$ cat config.mk
export PLATFORM = sky130hd
export DESIGN_NAME = ppu_timing_ctrl
export DESIGN_NICKNAME = d
export VERILOG_FILES = /design/src/rtl/ppu_timing_ctrl.sv
export SDC_FILE = /design/constraint.sdc
export NUM_CORES = 1
export LEC_CHECK = 0
export ABC_AREA = 1
export CORE_AREA = 2 2 101 103
export DETAILED_ROUTE_END_ITERATION = 16
export DIE_AREA = 0 0 103 105
export PLACE_DENSITY = 0.62
export SLEW_MARGIN = 20
export SYNTH_ARGS = -nofsm -noshare
export SYNTH_HDL_FRONTEND = slang
export SYNTH_SLANG_ARGS = --single-unit
$ cat constraint.sdc
create_clock -name clock -period 5.3 [get_ports clock]
set_input_delay 0.795 -clock clock [delete_from_list [all_inputs] [get_ports clock]]
set_output_delay 0.795 -clock clock [all_outputs]
set_load 0.02 [all_outputs]
$ cat src/rtl/ppu_timing_ctrl.sv
// LCD dot/line timing, mode decode, VRAM/OAM locks, LCDC/STAT/LY/LYC registers and V-Blank/STAT interrupts.
// Define PPU_STAT_BLOCKING_EN to merge the four STAT sources into one line with a single edge detector.
module ppu_timing_ctrl #(
    parameter int PIXELS    = 456,
    parameter int LINES     = 154,
    parameter int VACTIVE   = 144,
    parameter int OAM_DOTS  = 80,
    parameter int XFER_DOTS = 172,
    parameter int DIV       = 8,
    parameter int LINE_W    = 8,
    parameter int DOT_W     = 9
) (
    input  logic              clock,
    input  logic              reset,
    input  logic [15:0]       A,
    input  logic [7:0]        Di,
    output logic [7:0]        Do,
    input  logic              rd_n,
    input  logic              wr_n,
    input  logic              cs,
    input  logic [3:0]        xfer_extra,
    output logic              int_vblank_req,
    input  logic              int_vblank_ack,
    output logic              int_lcdc_req,
    input  logic              int_lcdc_ack,
    output logic              dot_en,
    output logic [LINE_W-1:0] line_count,
    output logic [DOT_W-1:0]  pixel_count,
    output logic [1:0]        mode,
    output logic              oam_lock,
    output logic              vram_lock
);
    localparam int DIV_W = (DIV > 1) ? $clog2(DIV) : 1;

    localparam logic [15:0] ADDR_LCDC = 16'hFF40;
    localparam logic [15:0] ADDR_STAT = 16'hFF41;
    localparam logic [15:0] ADDR_LY   = 16'hFF44;
    localparam logic [15:0] ADDR_LYC  = 16'hFF45;

    typedef enum logic [1:0] {
        MODE_HBLANK = 2'd0,
        MODE_VBLANK = 2'd1,
        MODE_OAM    = 2'd2,
        MODE_XFER   = 2'd3
    } lcd_mode_e;

    logic [7:0]        lcdc_q, lcdc_d;
    logic [3:0]        stat_q, stat_d;      // STAT bits 6:3
    logic [7:0]        lyc_q, lyc_d;
    logic [7:0]        do_q, do_d;
    logic [DIV_W-1:0]  div_q, div_d;
    logic [DOT_W-1:0]  pixel_q, pixel_d;
    logic [LINE_W-1:0] line_q, line_d;
    logic [3:0]        xlen_q, xlen_d;
    logic              vblank_prev_q, vblank_prev_d;
    logic              vblank_req_q, vblank_req_d;
    logic              lcdc_req_q, lcdc_req_d;
`ifdef PPU_STAT_BLOCKING_EN
    logic              stat_prev_q, stat_prev_d;
`else
    logic [3:0]        stat_prev_q, stat_prev_d;
`endif

    logic       rd_en, wr_en, ly_wr;
    logic       lcd_on, lcd_run, dot_tick;
    logic       coincidence, vblank_cond, stat_set;
    logic [3:0] stat_src;
    lcd_mode_e  mode_c;

    assign rd_en    = cs && !rd_n;
    assign wr_en    = cs && !wr_n && rd_n;
    assign ly_wr    = wr_en && (A == ADDR_LY);
    assign lcd_on   = lcdc_q[7];
    // Counters advance only while the LCD was on and stays on; an enabling write starts them next clock.
    assign lcd_run  = lcd_on && lcdc_d[7];
    assign dot_tick = lcd_on && (div_q == DIV_W'(DIV - 1));

    always_comb begin
        mode_c = MODE_HBLANK;
        if (!lcd_on)
            mode_c = MODE_HBLANK;
        else if (int'(line_q) >= VACTIVE)
            mode_c = MODE_VBLANK;
        else if (int'(pixel_q) < OAM_DOTS)
            mode_c = MODE_OAM;
        else if (int'(pixel_q) < OAM_DOTS + XFER_DOTS + int'(xlen_q))
            mode_c = MODE_XFER;
        else
            mode_c = MODE_HBLANK;
    end

    assign coincidence = lcd_on && (int'(line_q) == int'(lyc_q));
    assign vblank_cond = lcd_on && (int'(line_q) == VACTIVE);
    assign stat_src    = {stat_q[3] & coincidence,
                          stat_q[2] & (mode_c == MODE_OAM),
                          stat_q[1] & (mode_c == MODE_VBLANK),
                          stat_q[0] & (mode_c == MODE_HBLANK) & lcd_on};

    // NOTE: every signal gets a default before any branch, so no path leaves it unassigned (no latch).
    always_comb begin
        lcdc_d = lcdc_q;
        stat_d = stat_q;
        lyc_d  = lyc_q;
        if (wr_en) begin
            case (A)
                ADDR_LCDC: lcdc_d = Di;
                ADDR_STAT: stat_d = Di[6:3];
                ADDR_LYC:  lyc_d  = Di;
                default:   ;
            endcase
        end

        do_d = do_q;
        if (rd_en) begin
            case (A)
                ADDR_LCDC: do_d = lcdc_q;
                ADDR_STAT: do_d = {1'b1, stat_q, coincidence, mode_c};
                ADDR_LY:   do_d = 8'(line_q);
                ADDR_LYC:  do_d = lyc_q;
                default:   do_d = 8'hFF;
            endcase
        end
    end

    always_comb begin
        div_d   = div_q;
        pixel_d = pixel_q;
        line_d  = line_q;
        xlen_d  = xlen_q;
        if (!lcd_run) begin
            div_d   = '0;
            pixel_d = '0;
            line_d  = '0;
            xlen_d  = '0;
        end else if (ly_wr) begin
            div_d   = '0;
            pixel_d = '0;
            line_d  = '0;
        end else if (dot_tick) begin
            div_d = '0;
            if (pixel_q == DOT_W'(OAM_DOTS - 1))
                xlen_d = xfer_extra;
            if (pixel_q == DOT_W'(PIXELS - 1)) begin
                pixel_d = '0;
                line_d  = (line_q == LINE_W'(LINES - 1)) ? '0 : line_q + 1'b1;
            end else begin
                pixel_d = pixel_q + 1'b1;
            end
        end else begin
            div_d = div_q + 1'b1;
        end
    end

    always_comb begin
        vblank_prev_d = vblank_cond;
`ifdef PPU_STAT_BLOCKING_EN
        stat_prev_d   = |stat_src;
        stat_set      = (|stat_src) && !stat_prev_q;
`else
        stat_prev_d   = stat_src;
        stat_set      = |(stat_src & ~stat_prev_q);
`endif
        // A new set takes priority over an acknowledge arriving in the same cycle.
        vblank_req_d  = (vblank_cond && !vblank_prev_q) || (vblank_req_q && !int_vblank_ack);
        lcdc_req_d    = stat_set || (lcdc_req_q && !int_lcdc_ack);
    end

    // NOTE: non-blocking assignments so every register samples the pre-edge values of the others.
    always_ff @(posedge clock or posedge reset) begin
        if (reset) begin
            lcdc_q        <= '0;
            stat_q        <= '0;
            lyc_q         <= '0;
            do_q          <= 8'hFF;
            div_q         <= '0;
            pixel_q       <= '0;
            line_q        <= '0;
            xlen_q        <= '0;
            vblank_prev_q <= 1'b0;
            stat_prev_q   <= '0;
            vblank_req_q  <= 1'b0;
            lcdc_req_q    <= 1'b0;
        end else begin
            lcdc_q        <= lcdc_d;
            stat_q        <= stat_d;
            lyc_q         <= lyc_d;
            do_q          <= do_d;
            div_q         <= div_d;
            pixel_q       <= pixel_d;
            line_q        <= line_d;
            xlen_q        <= xlen_d;
            vblank_prev_q <= vblank_prev_d;
            stat_prev_q   <= stat_prev_d;
            vblank_req_q  <= vblank_req_d;
            lcdc_req_q    <= lcdc_req_d;
        end
    end

    assign Do             = do_q;
    assign dot_en         = dot_tick;
    assign line_count     = line_q;
    assign pixel_count    = pixel_q;
    assign mode           = mode_c;
    assign oam_lock       = (mode_c == MODE_OAM) || (mode_c == MODE_XFER);
    assign vram_lock      = (mode_c == MODE_XFER);
    assign int_vblank_req = vblank_req_q;
    assign int_lcdc_req   = lcdc_req_q;

endmodule
==> results.toml, run 1 <==
[placement]
numPortBuffers = 66
dp.cells = 741
gp_congestion = 0.833
dp_hpwl_um = 7490
placed_cell_area_um2 = 4600

[yosys]
synth_enable_flop_cells = 0
yosysUniqueCellTypes = 32
yosys.area_share.simple = 0.365
ys_ff_latch = 59
synth_mux_area_frac = 0
yosysWarnings = 0
synthFlopType = "dfrtp_1"
synth_compound_area_frac = 0.0815
ys_seq_area_frac = 0.389
synth.area.top_cells = "dfrtp_1 33%, nand2_1 16%, inv_1 8.2%"
synthAdderAreaFrac = 0.0491
synth_top_area_share = 0.334
synth-xor-area-share = 0.0137
netlist.top_cell.by_area = "dfrtp_1"
syn_inst = 550
yosysMostFrequentCell = "nand2_1"
synth_common_cells = "163 x nand2_1, 84 x inv_1, 70 x nor2_1"
synth_fp_nets = 600
async_flop_share = 1.00
netlist_area_um2 = 3820
synth_top_family_by_area = "simple AND/OR/NAND/NOR gates"
syn_area_per_cell_um2 = 6.95

[cells_and_area]
instances_no_fill = 757
area_growth_syn_to_layout_pct = 25.4
layout-drive-gt1-share = 0.0801
nets = 669
antenna_cells = 0
fin_area_um2 = 4800

[flow_run]
cap_violations = 0

[grt]
antenna_found_initial = 0
globalRouteOverflowTotal = 0
grt_pass1_wl_um = 16700
grt_max_degree = 39
first_global_vias = 3499
grtUsageTotal = 0.196

[sta]
finalClockSkew_ns = 0.00966
setup_viol = 0
max_slew.worst_pin.slew_ns = 0.655
finalMaxSlewViolations = 0
finalHoldViolations = 0
setup_tns_ns = 0
fmax_mhz = 286
max-slew-margin-rel = 0.562
timing.hold.ws_ns = 0.433
rsz0062_at_grt = "no"
finalCritPeriodShare = 0.660
fin_crit_ns = 3.50

[drt]
dr.pass1.iters = 4
via_count = 3668
first_iter_violations = 203
viasPerCell = 4.85
antenna_left = 0
drcViolationCount = 0
routed_wl_um = 10100
wire_per_inst_um = 13.4

[floorplan]
die_h_um = 105
start_util = 0.397
rows = 36
io_pins = 67
core_um2 = 9640
die_x_um = 103
fp.dieArea_um2 = 10800

[worst_hold_path]
hp-class = "reg2reg"

[clocking]
cts_hold_buf = 0
clockBufferDepth = 2
clkSlewWorstSetupHoldPaths_ns = 0.07
htreeDepth = 3
post_cts_buffers = 0
cts_buffers = 9
cts_root_buf = "clkbuf_8"
cts_tree = "yes"
clk-insertion-delay-late_ns = 0.35
clock-sinks = 59
post_cts_resized = 0

[setup_path]
end_kind = "output pin"
cp.required_ns = 4.51
worstPathMaxFanout = 5
worst_setup_path_start_kind = "flip-flop"
worstPathArrival_ns = 2.70
path_class = "reg2out"

[pwr]
ir_drop_mv = 0.115
p_per_area_nw_per_um2 = 198
power_leakage_nw = 2.32

[run_status]
status = "finished, final reports clean"
logic make-up (layout without fill, tap and decap cells):
logic type,count (synthesis),count (layout)
flip-flops,59,59
buffers and inverters,98,172
AO/OA/AOI/OAI,59,59
adder cells (fa/ha/maj),15,15
XOR/XNOR,6,6
AND/OR/NAND/NOR,313,313
metal layers:
metal	global-route usage	vias to the layer above	part of all wire
met1	0.267	1704	0.48
met2	0.310	91	0.46
met4	0.0602	0	0.014
li1	-	1864	-
met3	0.0408	9	0.050
met5	0	-	0
per-stage QoR:
step | power (W) | setup WS [ns] | utilization
4_1_cts | 0.000961 | 1.75 | 0.498
2_1_floorplan | 0.000496 | 2.72 | -
5_1_grt | 0.000985 | 1.53 | 0.498
6_report | 0.000951 | 1.80 | 0.498
3_5_place_dp | 0.000539 | 2.14 | 0.477
3_3_place_gp | 0.000539 | 2.21 | 0.477
power breakdown:
part | total (W) | internal (W) | leakage, nW | switching, W
clock network | 0.000421 | 0.000228 | 0.0991 | 0.000193
registers | 0.000460 | 0.000458 | 0.787 | 0.00000241
logic | 0.0000697 | 0.0000352 | 1.43 | 0.0000345
total | 0.000951 | 0.000721 | 2.32 | 0.000230
sequential cells by signal (all words and copies together), names as in the netlist:
register / flops
lyc_q: 8
line_count: 8
pixel_count: 9
int_lcdc_req: 1
stat_q: 4
xlen_q: 4
stat_prev_q: 4
lcdc_q: 8
div_q: 3
int_vblank_req: 1
Do: 8
vblank_prev_q: 1
worst paths after layout:
path	cells after the start	slack, ns	end	start
max reg2reg	15	3.35	int_lcdc_req	xlen_q[2]
max in group asynchronous	3	3.62	line_count[4]	reset
max	14	1.80	vram_lock	xlen_q[2]
min in group asynchronous	2	0.78	lyc_q[1]	reset
min reg2reg	1	0.43	div_q[0]	div_q[0]
min	1	0.43	div_q[0]	div_q[0]
critical path, stage by stage (launching register included):
cell and delay, ns:
dfrtp_1 0.37, inv_1 0.05, ha_1 0.20, inv_1 0.12
ha_1 0.26, nand2_1 0.09, inv_1 0.04, nand2_1 0.06
nand2_1 0.04, nand2_1 0.07, nand3_1 0.06, nand2_1 0.12
nand2_1 0.13, nor2_1 0.12, clkdlybuf4s50_1 0.61
cell usage in the layout, fill, tap and decap left out, types with 8 or more instances in the layout:
| cell type | synthesis | layout |
|---|---|---|
| inv_1 | 84 | 83 |
| clkdlybuf4s50_1 | 0 | 66 |
| nor2_1 | 70 | 70 |
| o21ai_1 | 13 | 13 |
| dfstp_2 | 8 | 8 |
| ha_1 | 15 | 15 |
| o21ai_0 | 29 | 29 |
| clkbuf_8 | 0 | 10 |
| nand2_1 | 163 | 163 |
| nand3_1 | 37 | 37 |
| a21oi_1 | 11 | 11 |
| nand4_1 | 11 | 11 |
| nor3_1 | 11 | 11 |
| dfrtp_1 | 51 | 51 |
final cells by class:
class | count | area, µm²
Clock buffer | 11 | 141
Clock inverter | 5 | 52.6
Fill cell | 1026 | 4840
Inverter | 89 | 334
Multi-Input combinational cell | 393 | 1950
Sequential cell | 59 | 1490
Tap cell | 133 | 166
Timing Repair Buffer | 67 | 668
No activity file was read; power rests on OpenSTA's default activity.
==> run 2, diff against run 1 <==
- clock period: 5.3 -> 3.24 ns (I/O delays scaled with it)
==> run 2 against run 1 <==
  * Worst setup slack worse by 1.4 ns
  * Critical path depth did not move
  * Final cell count increased by 0.26%
  * Sequential share of layout area shrank 0.59 points
  * Combinational power is 68% higher
  * Core utilization grew 0.97 points
  * Routed wire length fell by 0.49%
  * Register-to-register slack worse by 2.1 ns
  * Clock-buffer cell count decreased by 1
  * First-iteration DRC count down 37%
  * Non-clock buffer count up 2
  * Highest routed layer unchanged
==> results.toml, run 2 (synthesis gave the netlist of run 1 again) <==
[cells_and_area]
area_growth_syn_to_layout_pct = 27.9
final_common_cell = "nand2_1"
multi_input_area_um2 = 1950
antenna_cells = 0
final_util = 0.507
layout_common_cells = "163 x nand2_1, 83 x inv_1, 70 x nor2_1, 62 x clkdlybuf4s50_1, 51 x dfrtp_1"
layout-drive-gt1-share = 0.0847
regArea_um2 = 1490
n_fill_cell = 975
nets = 671
largest_reg_flops = 9

[setup_path]
reg2regPathDepth = 13
crit_top_cell = "nand2_1"
timing.rr.start = "xlen_q[2]"
r2r-end = "int_lcdc_req"
worstPathMaxFanout = 5
critical_path_buf_inv_count = 4
r2r_slack_ns = 1.28
cp_slowest_cell = "dfrtp_1"
cp.required_ns = 2.75
end_kind = "output pin"
worstPathArrival_ns = 2.34
cp_top_family = "simple AND/OR/NAND/NOR gates"
cp_slowest_stage_delay_ns = 0.39
cp_cell_sequence = "inv_1, ha_1, inv_1, ha_1, nand2_1, inv_1, nand2_1, nand2_1, nand2_1, nand3_1, nand2_1, nand2_1, nor2_1, dlymetal6s2s_1"
path_class = "reg2out"
worst_setup_path_start_kind = "flip-flop"

[grt]
globalRouteOverflowTotal = 0
grt_max_degree = 39
first_global_vias = 3365
grtUsageTotal = 0.192
antenna_found_initial = 0
grt_pass1_wl_um = 16200

[sta]
fmax_mhz = 353
setup_tns_ns = 0
finalHoldViolations = 0
finalCritPeriodShare = 0.873
setup_viol = 0
finalClockSkew_ns = 0.0116
max_slew.worst_pin.slew_ns = 0.578
max-slew-margin-rel = 0.615
fin_crit_ns = 2.83
timing.final.ws_setup_ns = 0.410
rsz0062_at_grt = "no"
finalMaxSlewViolations = 0

[drt]
wire_per_inst_um = 13.3
via_count = 3650
routed_wl_um = 10100
dr.pass1.iters = 5
viasPerCell = 4.81
antenna_left = 0
drcViolationCount = 0
first_iter_violations = 128

[floorplan]
start_util = 0.397
io_pins = 67
die_h_um = 105
fp.dieArea_um2 = 10800
rows = 36
core_um2 = 9640
die_x_um = 103

[worst_hold_path]
hold_depth = 1
worstHoldStart = "div_q[0]"
hp-class = "reg2reg"
hold_end = "div_q[0]"

[clocking]
clkSlewWorstSetupHoldPaths_ns = 0.08
clk-insertion-delay-late_ns = 0.34
cts_hold_buf = 0
clock-sinks = 59
cts_buffers = 9
htreeDepth = 3
clockBufferDepth = 2
cts_root_buf = "clkbuf_8"
cts_tree = "yes"

[placement]
dp_slack_ns = 0.398
numPortBuffers = 66
gp_congestion = 0.824
dp_hpwl_um = 7520

[flow_run]
cap_violations = 0

[pwr]
power_leakage_nw = 2.43
ir_drop_mv = 0.234
p_per_area_nw_per_um2 = 353

[run_status]
status = "finished, final reports clean"
==> run 2: metal layers <==
layer  wire, µm  part of all wire  vias up  GRT usage
met2       4650              0.46       87      0.307
li1           -                 -     1866          -
met4        111             0.011        0     0.0489
met5          0                 0        -          0
met1       4790              0.48     1689      0.264
met3        511             0.051        8     0.0388
==> run 2: timing repair <==
item                                   in CTS  in global routing
setup endpoints to repair                   0                  4
setup buffers                               0                  0
endpoints found under the hold margin       0                  0
gates resized for setup                     0                  4
==> run 2: metrics by stage <==
step / instances / area [µm²] / total power (W) / hold WS (ns)
after floorplan: 550 / 3820 / 0.000812 / 0.408
after global placement: 743 / 4630 / 0.000883 / 0.421
after detailed placement: 743 / 4630 / 0.000885 / 0.433
after CTS: 759 / 4880 / 0.00175 / 0.449
after global routing: 759 / 4890 / 0.00180 / 0.458
final: 759 / 4890 / 0.00173 / 0.445
==> run 2: layout make-up <==
type                       count  area share
clock buffer                  10      0.0281
clock inverter                 6      0.0230
inverter                      89      0.0683
multi-input combinational    393       0.398
sequential                    59       0.304
tap                          133      0.0340
timing repair buffer          69       0.144
==> run 2: worst reg2reg max path: stages (launching register included) <==
cell and delay, ns:
dfrtp_1 0.39, inv_1 0.06, ha_1 0.16, inv_1 0.09
ha_1 0.28, nand2_1 0.06, nor2_1 0.14, nand3_1 0.11
nand3_1 0.09, nand2_1 0.10, nand2_1 0.17, nor2_1 0.06
nand3b_1 0.08, nand2_1 0.06
==> run 2: worst max-delay path by stage <==
stage          cells after the start  slack (ns)        end      start
2_1_floorplan                     13        0.97  vram_lock  xlen_q[2]
3_5_place_dp                      14        0.40  vram_lock  xlen_q[2]
5_1_grt                           12        0.16  vram_lock  xlen_q[2]
6_report                          14        0.41  vram_lock  xlen_q[2]
3_3_place_gp                      14        0.46  vram_lock  xlen_q[2]
4_1_cts                           14       0.002  vram_lock  xlen_q[2]
==> run 2: where the power goes <==
part | switching, W | internal [W]
registers | 0.00000370 | 0.000749
logic | 0.0000568 | 0.0000601
clock network | 0.000326 | 0.000533
total | 0.000386 | 0.00134
